**src/rtl/video_timing_gen_pkg.sv**
```systemverilog
// video_timing_gen_pkg
// Raster geometry for the HDMI output path. Holds the 480p and 720p timing
// sets and the selected default configuration the timing generator picks up
// as its parameter defaults, plus the power-up state type.
package video_timing_gen_pkg;

  typedef enum logic [0:0] {
    POWERUP = 1'b0,
    RUN     = 1'b1
  } vtg_state_e;

  // 480p (720x480 active, 858x525 total, 3x upscale of 240x160)
  localparam int   FRAMEWIDTH_480   = 720;
  localparam int   FRAMEHEIGHT_480  = 480;
  localparam int   TOTALWIDTH_480   = 858;
  localparam int   TOTALHEIGHT_480  = 525;
  localparam int   H_FRONT_480      = 16;
  localparam int   H_SYNC_480       = 62;
  localparam int   H_BACK_480       = 60;
  localparam int   V_FRONT_480      = 9;
  localparam int   V_SYNC_480       = 6;
  localparam int   V_BACK_480       = 30;
  localparam logic HSYNC_POL_480    = 1'b0;
  localparam logic VSYNC_POL_480    = 1'b0;
  localparam int   SCALE_480        = 3;

  // 720p (1280x720 active, 1650x750 total, 5x upscale of 256x144)
  localparam int   FRAMEWIDTH_720   = 1280;
  localparam int   FRAMEHEIGHT_720  = 720;
  localparam int   TOTALWIDTH_720   = 1650;
  localparam int   TOTALHEIGHT_720  = 750;
  localparam int   H_FRONT_720      = 110;
  localparam int   H_SYNC_720       = 40;
  localparam int   H_BACK_720       = 220;
  localparam int   V_FRONT_720      = 5;
  localparam int   V_SYNC_720       = 5;
  localparam int   V_BACK_720       = 20;
  localparam logic HSYNC_POL_720    = 1'b1;
  localparam logic VSYNC_POL_720    = 1'b1;
  localparam int   SCALE_720        = 5;

  // Selected configuration
  localparam int   FRAMEWIDTH       = FRAMEWIDTH_480;
  localparam int   FRAMEHEIGHT      = FRAMEHEIGHT_480;
  localparam int   TOTALWIDTH       = TOTALWIDTH_480;
  localparam int   TOTALHEIGHT      = TOTALHEIGHT_480;
  localparam int   CFG_H_FRONT      = H_FRONT_480;
  localparam int   CFG_H_SYNC       = H_SYNC_480;
  localparam int   CFG_V_FRONT      = V_FRONT_480;
  localparam int   CFG_V_SYNC       = V_SYNC_480;
  localparam logic CFG_HSYNC_POL    = HSYNC_POL_480;
  localparam logic CFG_VSYNC_POL    = VSYNC_POL_480;
  localparam int   CFG_SCALE        = SCALE_480;
  localparam int   SRC_WIDTH        = FRAMEWIDTH / CFG_SCALE;
  localparam int   SRC_HEIGHT       = FRAMEHEIGHT / CFG_SCALE;
  localparam int   POWERUPCYCLES    = 1000000;

endpackage

```
**src/rtl/video_timing_gen_scale_counter.sv**
```systemverilog
// video_timing_gen_scale_counter
// Divider-free cx/SCALE style counter: a modulo-SCALE sub-counter and a
// quotient counter that steps whenever the sub-counter wraps.
// Ports:
//   clk, resetn    : clock, synchronous active-low reset
//   clr            : restart both counters at 0 on this edge (wins over adv)
//   adv            : advance the sub-counter by one on this edge
//   q              : registered quotient
//   sub_zero_nxt   : the sub-counter value being loaded this edge is 0
module video_timing_gen_scale_counter #(
  parameter int SCALE = 1,
  parameter int QW    = 9
) (
  input  logic          clk,
  input  logic          resetn,
  input  logic          clr,
  input  logic          adv,
  output logic [QW-1:0] q,
  output logic          sub_zero_nxt
);

  localparam int SW = (SCALE > 1) ? $clog2(SCALE) : 1;

  logic [SW-1:0] sub_r;
  logic [SW-1:0] sub_nxt_s;
  logic [QW-1:0] q_nxt_s;

  // Next sub/quotient values; with SCALE=1 the sub-counter is stuck at 0.
  always_comb begin
    sub_nxt_s = sub_r;
    q_nxt_s   = q;
    if (clr) begin
      sub_nxt_s = {SW{1'b0}};
      q_nxt_s   = {QW{1'b0}};
    end else if (adv) begin
      if (sub_r == SW'(SCALE - 1)) begin
        sub_nxt_s = {SW{1'b0}};
        q_nxt_s   = q + QW'(1);
      end else begin
        sub_nxt_s = sub_r + SW'(1);
        q_nxt_s   = q;
      end
    end else begin
      sub_nxt_s = sub_r;
      q_nxt_s   = q;
    end
  end

  assign sub_zero_nxt = (sub_nxt_s == {SW{1'b0}});

  // Counter state registers.
  always_ff @(posedge clk) begin
    if (!resetn) begin
      sub_r <= {SW{1'b0}};
      q     <= {QW{1'b0}};
    end else begin
      sub_r <= sub_nxt_s;
      q     <= q_nxt_s;
    end
  end

endmodule

```
**src/rtl/video_timing_gen.sv**
```systemverilog
// video_timing_gen
// Pixel-clock raster generator. After a power-up hold-off it sweeps an
// H_TOTAL x V_TOTAL raster and emits active-video enable, syncs, the raster
// coordinates and the 1/SCALE source coordinates for the framebuffer reader.
// Every output is registered from the same next-state values, so all of them
// describe the same pixel as cx/cy.
// Ports:
//   clk_pixel, resetn : pixel clock, synchronous active-low reset
//   ready             : hold-off elapsed, raster running
//   cx, cy            : raster counters
//   de                : active video
//   hsync, vsync      : syncs, polarity HSYNC_POL / VSYNC_POL
//   sx, sy            : source coordinates (meaningful while de)
//   src_new           : first output pixel of a new source pixel
//   frame_start       : pulse at cx=0, cy=0
module video_timing_gen
  import video_timing_gen_pkg::*;
#(
  parameter int   H_ACTIVE       = FRAMEWIDTH,
  parameter int   V_ACTIVE       = FRAMEHEIGHT,
  parameter int   H_TOTAL        = TOTALWIDTH,
  parameter int   V_TOTAL        = TOTALHEIGHT,
  parameter int   H_FRONT        = CFG_H_FRONT,
  parameter int   H_SYNC         = CFG_H_SYNC,
  parameter int   V_FRONT        = CFG_V_FRONT,
  parameter int   V_SYNC         = CFG_V_SYNC,
  parameter logic HSYNC_POL      = CFG_HSYNC_POL,
  parameter logic VSYNC_POL      = CFG_VSYNC_POL,
  parameter int   SCALE          = CFG_SCALE,
  parameter int   POWERUP_CYCLES = POWERUPCYCLES
) (
  input  logic        clk_pixel,
  input  logic        resetn,
  output logic        ready,
  output logic [11:0] cx,
  output logic [10:0] cy,
  output logic        de,
  output logic        hsync,
  output logic        vsync,
  output logic [8:0]  sx,
  output logic [7:0]  sy,
  output logic        src_new,
  output logic        frame_start
);

  vtg_state_e  state_r;
  vtg_state_e  state_nxt_s;
  logic [31:0] pu_cnt_r;
  logic [31:0] pu_cnt_nxt_s;
  logic        run_nxt_s;
  logic [11:0] cx_nxt_s;
  logic [10:0] cy_nxt_s;
  logic        h_act_s;
  logic        v_act_s;
  logic        de_nxt_s;
  logic        hsync_nxt_s;
  logic        vsync_nxt_s;
  logic        x_clr_s;
  logic        y_clr_s;
  logic        y_adv_s;
  logic        x_sub_zero_s;
  logic        y_sub_zero_s;

  // Power-up hold-off and raster counter next-state.
  always_comb begin
    state_nxt_s  = state_r;
    pu_cnt_nxt_s = pu_cnt_r;
    run_nxt_s    = 1'b0;
    cx_nxt_s     = 12'd0;
    cy_nxt_s     = 11'd0;
    case (state_r)
      POWERUP: begin
        // The count equals the number of released edges seen so far, so the
        // raster starts on edge POWERUP_CYCLES+1 after reset is released.
        if (pu_cnt_r == 32'(POWERUP_CYCLES)) begin
          state_nxt_s = RUN;
          run_nxt_s   = 1'b1;
        end else begin
          pu_cnt_nxt_s = pu_cnt_r + 32'd1;
          run_nxt_s    = 1'b0;
        end
      end
      RUN: begin
        run_nxt_s = 1'b1;
        if (cx == 12'(H_TOTAL - 1)) begin
          cx_nxt_s = 12'd0;
          if (cy == 11'(V_TOTAL - 1)) begin
            cy_nxt_s = 11'd0;
          end else begin
            cy_nxt_s = cy + 11'd1;
          end
        end else begin
          cx_nxt_s = cx + 12'd1;
          cy_nxt_s = cy;
        end
      end
      default: begin
        state_nxt_s = POWERUP;
      end
    endcase
  end

  assign h_act_s     = (cx_nxt_s < 12'(H_ACTIVE));
  assign v_act_s     = (cy_nxt_s < 11'(V_ACTIVE));
  assign de_nxt_s    = run_nxt_s && h_act_s && v_act_s;
  assign hsync_nxt_s = (run_nxt_s && (cx_nxt_s >= 12'(H_ACTIVE + H_FRONT))
                        && (cx_nxt_s < 12'(H_ACTIVE + H_FRONT + H_SYNC)))
                       ? HSYNC_POL : ~HSYNC_POL;
  // Line-granular: depends on cy only, so it switches together with cx=0.
  assign vsync_nxt_s = (run_nxt_s && (cy_nxt_s >= 11'(V_ACTIVE + V_FRONT))
                        && (cy_nxt_s < 11'(V_ACTIVE + V_FRONT + V_SYNC)))
                       ? VSYNC_POL : ~VSYNC_POL;

  // Source x restarts every line and freezes past the active width; source y
  // restarts every frame and advances once per active line.
  assign x_clr_s = !run_nxt_s || (cx_nxt_s == 12'd0);
  assign y_clr_s = !run_nxt_s || ((cx_nxt_s == 12'd0) && (cy_nxt_s == 11'd0));
  assign y_adv_s = (cx_nxt_s == 12'd0) && v_act_s;

  video_timing_gen_scale_counter #(.SCALE(SCALE), .QW(9)) u_x_scale (
    .clk          (clk_pixel),
    .resetn       (resetn),
    .clr          (x_clr_s),
    .adv          (h_act_s),
    .q            (sx),
    .sub_zero_nxt (x_sub_zero_s)
  );

  video_timing_gen_scale_counter #(.SCALE(SCALE), .QW(8)) u_y_scale (
    .clk          (clk_pixel),
    .resetn       (resetn),
    .clr          (y_clr_s),
    .adv          (y_adv_s),
    .q            (sy),
    .sub_zero_nxt (y_sub_zero_s)
  );

  // State, hold-off counter and registered raster outputs.
  always_ff @(posedge clk_pixel) begin
    if (!resetn) begin
      state_r     <= POWERUP;
      pu_cnt_r    <= 32'd0;
      ready       <= 1'b0;
      cx          <= 12'd0;
      cy          <= 11'd0;
      de          <= 1'b0;
      hsync       <= ~HSYNC_POL;
      vsync       <= ~VSYNC_POL;
      src_new     <= 1'b0;
      frame_start <= 1'b0;
    end else begin
      state_r     <= state_nxt_s;
      pu_cnt_r    <= pu_cnt_nxt_s;
      ready       <= run_nxt_s;
      cx          <= cx_nxt_s;
      cy          <= cy_nxt_s;
      de          <= de_nxt_s;
      hsync       <= hsync_nxt_s;
      vsync       <= vsync_nxt_s;
      src_new     <= de_nxt_s && x_sub_zero_s;
      frame_start <= run_nxt_s && (cx_nxt_s == 12'd0) && (cy_nxt_s == 11'd0);
    end
  end

endmodule
```
**config.mk**
```make
export PLATFORM = sky130hd
export DESIGN_NAME = video_timing_gen
export DESIGN_NICKNAME = d
export VERILOG_FILES = /design/src/rtl/video_timing_gen_pkg.sv /design/src/rtl/video_timing_gen_scale_counter.sv /design/src/rtl/video_timing_gen.sv
export SDC_FILE = /design/constraint.sdc
export NUM_CORES = 1
export LEC_CHECK = 0
export CORE_ASPECT_RATIO = 2
export CORE_MARGIN = 3
export CORE_UTILIZATION = 45
export CTS_CLUSTER_SIZE = 12
export DETAILED_ROUTE_END_ITERATION = 8
export PLACE_DENSITY = 0.66
export SKIP_LAST_GASP = 1
export SLEW_MARGIN = 30
export SYNTH_ARGS = -nofsm -noshare
export SYNTH_HDL_FRONTEND = slang
export SYNTH_HIERARCHICAL = 1
export SYNTH_SLANG_ARGS = --single-unit
```
**constraint.sdc**
```tcl
create_clock -name clk_pixel -period 3.6 [get_ports clk_pixel]
set_input_delay 0.36 -clock clk_pixel [delete_from_list [all_inputs] [get_ports clk_pixel]]
set_output_delay 0.36 -clock clk_pixel [all_outputs]
set_load 0.005 [all_outputs]
```
# Yosys cells after proc, flatten, opt, wreduce, memory -nomap -nowiden
# Cells that the tools add are included.
[word_totals]
register_bits = 83
latch_bits = 0
ramBits = 0
romBits = 0
input_bits = 2
out_inout_bits = 46
wordCells = 71
mem_count = 0
[op_classes]
add_sub_neg = 7
multipliers = 0
div_mod_pow = 0
n_lt_le_gt_ge = 6
eq_ne = 5
shifts = 0
n_mux = 14
bitwise_logic = 3
reduce_logical = 22
[ops]
columns = ["cell", "count"]
rows = [
  ["$mux 11", 3],
  ["$add 32x1->32 const B", 1],
  ["$eq 32x20->1 const B", 1],
  ["$lt 12x10->1 const B", 2],
  ["$mux 12", 2],
  ["$lt 11x9->1 const B", 2],
  ["$add 12x1->12 const B", 1],
  ["$eq 12x10->1 const B", 1],
  ["$ge 12x10->1 const B", 1],
  ["$logic_not 12->1", 1],
  ["$add 11x1->11 const B", 1],
  ["$eq 11x10->1 const B", 1],
  ["$ge 11x9->1 const B", 1],
  ["$logic_and 1x1->1", 11],
  ["$logic_not 11->1", 1],
  ["$add 9x1->9 const B", 1],
  ["$add 8x1->8 const B", 1],
  ["$mux 2", 4],
  ["$reduce_and 2->1", 3],
  ["$add 2x1->2 const B", 2],
  ["$eq 2x2->1 const B", 2],
  ["$mux 1", 4],
  ["$reduce_or 2->1", 2],
  ["$not 1->1", 3],
  ["other kinds (4)", 5],
]

# Longest topological paths before layout
# Gate-level depths: netlist of run 1.
[depth]
ltp_word = 8
mapped_depth = 14
ltp_nobuf = 11

# Cells and area by module
# The synthesis of run 1 kept the hierarchy.
[modules_own_cells]
columns = ["mod", "instances", "cells_each", "area_each_um2", "seq_area_each_um2"]
rows = [
  ["video_timing_gen", 1, 416, 3498.4, 1221.2],
  ["video_timing_gen_scale_counter at u_x_scale", 1, 58, 521.8, 220.2],
  ["video_timing_gen_scale_counter at u_y_scale", 1, 53, 485.5, 200.2],
]

# Worst setup path after synthesis of run 1
# OpenSTA, ideal clock, no wires.
[synth_path]
path_type = "register to register"
start = "register cx[5]"
end = "register u_y_scale.q[6]"
setup_time_ns = 0.071
t_arrival_ns = 2.834
required_time_ns = 3.529
path_slack_ns = 0.695
stages_incl_launch_ff = 12
synth_period_minus_slack_ns = 2.905
cell_sequence = "dfxtp_1 -> buf_6 -> or4_4 -> nor4_4 -> and2_1 -> a31o_2 -> nor2_1 -> nor3_1 -> buf_4 -> nand4b_4 -> or4_1 -> a21oi_1"
[synth_via]
word_cells_on_any_way = 14
classes_between = "add/sub (1); order compare (1); eq/ne (1); mux (4); reduce/logical (7)"
[synth_lines]
columns = ["item", "line_no", "rtl"]
rows = [
  ["start, declared", "video_timing_gen.sv:35", "output logic [11:0] cx,"],
  ["start signal, assigned", "video_timing_gen.sv:155", "cx <= cx_nxt_s;"],
  ["$add 12x1->12 / $eq 12x10->1 (equally long branches)", "video_timing_gen.sv:93, video_timing_gen.sv:85", ""],
  ["$mux 12 / $mux 11 (equally long branches)", "video_timing_gen.sv:85", "if (cx == 12'(H_TOTAL - 1)) begin"],
  ["$mux 12 / $mux 11 (equally long branches)", "video_timing_gen.sv:71", "case (state_r)"],
  ["$logic_not 12->1 / $lt 11x9->1 (equally long branches)", "video_timing_gen.sv:118, video_timing_gen.sv:104", ""],
  ["$logic_and 1x1->1 *", "video_timing_gen.sv:118", "assign y_adv_s = (cx_nxt_s == 12'd0) && v_act_s;"],
  ["via y_adv_s", "video_timing_gen.sv:60", "logic y_adv_s;"],
  ["$reduce_and 2->1 (no line) *", "n/a", ""],
  ["end signal, assigned", "video_timing_gen_scale_counter.sv:55", "q <= {QW{1'b0}};"],
  ["end signal, assigned", "video_timing_gen_scale_counter.sv:58", "q <= q_nxt_s;"],
  ["end, declared", "video_timing_gen_scale_counter.sv:18", "output logic [QW-1:0] q,"],
]
# Mark *: on every way through the listed nets, which the timed path passes. The rest lies on a longest branch.
# A chain may end at the register's enable or synchronous reset.

# Worst setup path after layout of run 1
[layout_path]
start = "register cx[3]"
end = "register u_y_scale.q[6]"
# The elaborated chain is that of the path after synthesis.

==> out/metrics.csv, run 1 <==
metric,value,unit
status,"finished, final reports clean",
Antenna diodes,0,
Avg WL per Cell,15.64,um
IO buf count,47,
met2 Usage GRT,0.3999,
leakage,1.914,nW
# resized after CTS,0,
Peak supply drop,0.2282,mV
Vias,3952,
HPWL after detailed placement,8395,um
Worst-Skew Late Latency,330,ps
Initial Util,0.4602,
die height,147.3,um
relative slew slack,0.4048,
initial antenna violation count,0,
via density per instance,5.574,
final setup fails,0,
clk sinks,82,
DRT iter0 DRCs,117,
Die X,76.66,um
grt ovf,0,
Slowest cell on crit path,nor4_1,
Hold Fails Final Rpt,0,
GRT busiest layer,met2,
row count,51,
crit path cell chain,and4_1 -> nand2_1 -> nor4_1 -> a31o_2 -> nor2_1 -> nor3_1 -> buf_4 -> nand4b_4 -> or4_1 -> a21oi_1,
RSZ-0062 raised after global routing,false,
final std cells w/o fill,709,
WP data required,3860,ps
Hold Path Origin,u_x_scale/q[8],
pin count of the biggest net entering global routing,25,
crit path launch type,flip-flop,
share of cells above drive strength 1,0.09185,
Max Slew Vio Count,0,
Core ar.,0.009763,mm^2
layout net count,582,
met1 Use GR,0.1971,
drt first pass iters,4,
R2R Path Start,cx[3],
Clock transition at path regs,60,ps
Max stage delay on crit path,630,ps
Max-Cap Viols,0,
fmax,303.7,MHz
Ys Warns,6,
CTS Buf Count,9,
routability cong.,0.9248,
vias in the first global route,3952,
register share of total power,0.454,
CTS Buffer Depth,2,
Mapped Cells,525,
"Max FO, Critical Path",10,
Setup CP Type,reg -> reg,
Critical Path Source,cx[3],
TNS Setup,0,ps
# hold bufs at CTS,0,
power density cells,370.2,mW/mm^2
Final ANT Viol Nets,0,
Ports,48,
FF/Latch Area,0.001642,mm^2
first-pass GRT wire length,18480,um
transition time of the tightest slew-check pin,884.7,ps
Hold WC Path Type,reg -> reg,
Psw,0.3913,mW
GR Util met3,0.03497,
Mapped Area,0.004493,mm^2
CP Capture Type,flip-flop,
H-tree Lvls,3,
Worst Skew,7.548,ps
# DRC,0,
full die area,0.01129,mm^2
Worst EP arrival,3550,ps
Comb power frac,0.010,
min cycle time layout,3292,ps
DP Cell Count,693,
Setup Buffers After CTS,0,
fin crit share,0.9146,
CTS tree,yes,
WL final,11090,um
Pint,1.618,mW
Layout fillers,911,
Syn Area/Cell,8.558,um^2
syn_nets,535,
Syn-to-layout area delta,20.80,%
overall routing resource usage,0.2008,
Switching Fraction,0.1947,
Multi-input gate area,0.002626,mm^2
CTS Root Cell,clkbuf_16,
Clock power frac,0.536,
## power groups by stage
| stage | registers (mW) | logic [mW] | clock network [mW] |
|---|---|---|---|
| after floorplan | 0.933 | 0.0137 | 0 |
| after global placement | 0.933 | 0.0193 | 0 |
| after detailed placement | 0.934 | 0.0198 | 0 |
| after CTS | 0.913 | 0.0199 | 1.09 |
| after global routing | 0.913 | 0.0222 | 1.13 |
| final | 0.913 | 0.0192 | 1.08 |
## area by class of cell
| class | count | area share |
|---|---|---|
| clock inverter | 6 | 0.02075 |
| tap | 132 | 0.03043 |
| sequential | 82 | 0.3024 |
| timing repair buffer | 61 | 0.1060 |
| multi-input combinational | 400 | 0.4839 |
| inverter | 18 | 0.01245 |
| clock buffer | 10 | 0.04403 |
## registers in the layout, indices dropped and copies added, names as in the netlist, 2 cells and up
| name | cells |
|---|---|
| u_y_scale/q | 8 |
| u_x_scale/sub_r | 2 |
| u_y_scale/sub_r | 2 |
| u_x_scale/q | 9 |
| cx | 12 |
| pu_cnt_r | 32 |
| cy | 11 |
## critical path, delay by kind of cell (launching register included)
kind                   cells  cell delay (ps)
AOI/OAI and AO/OA          2              430
buffers and inverters      1              170
DFF                        1              530
and+or+nand+nor            7             2110
## metrics by stage
step	hold slack [ps]	setup slack, ps	power, mW	util	instance area, um^2
floorplan	468.2	708.0	0.9464	-	4493
global route	506.9	22.80	2.069	0.5559	5428
detailed placement	476.0	357.8	0.9533	0.5199	5076
global placement	463.0	350.2	0.9525	0.5199	5076
CTS	484.3	336.7	2.026	0.5559	5428
finish	484.2	307.6	2.009	0.5559	5428
## path summary, 6_finish.rpt
kind | endpoint | slack, ps | cells after the start
worst min register to register | u_x_scale/q[8] | 480 | 2
worst max register to register | u_y_scale/q[6] | 310 | 10
worst max-delay path | u_y_scale/q[6] | 310 | 10
worst min-delay path | u_x_scale/q[8] | 480 | 2
## layer usage
layer	up-vias	wire [um]
met5	-	0
met4	0	255
met3	20	292
met2	64	6362
met1	1884	4177
li1	1984	-
## cells in the final DEF (no fill, tap or decap), types with 4 or more instances in the layout
cell type,n
and2_1,28
buf_4,14
clkbuf_16,9
nor2_1,41
nand2b_1,6
o31ai_1,10
ha_1,8
nand3_1,21
xor2_1,17
nand2_1,41
dfxtp_1,82
clkdlybuf4s50_1,47
o21ai_0,13
nand4b_1,4
nand4_1,20
or3_2,5
nor4b_1,5
and4_1,7
or4_1,8
nor4_1,9
mux2i_1,6
a21oi_1,26
nor3_1,12
o21ai_1,6
a21boi_1,4
xnor2_1,31
and3_1,9
inv_1,17
or3_1,10
nor2b_1,5
Power figures use the tool's default switching activity.
==> run 2, diff against run 1 <==
- CTS_CLUSTER_DIAMETER: unset -> 120
==> results of run 2 <==
Final layout, timing and power as in run 1 (identical DEF).
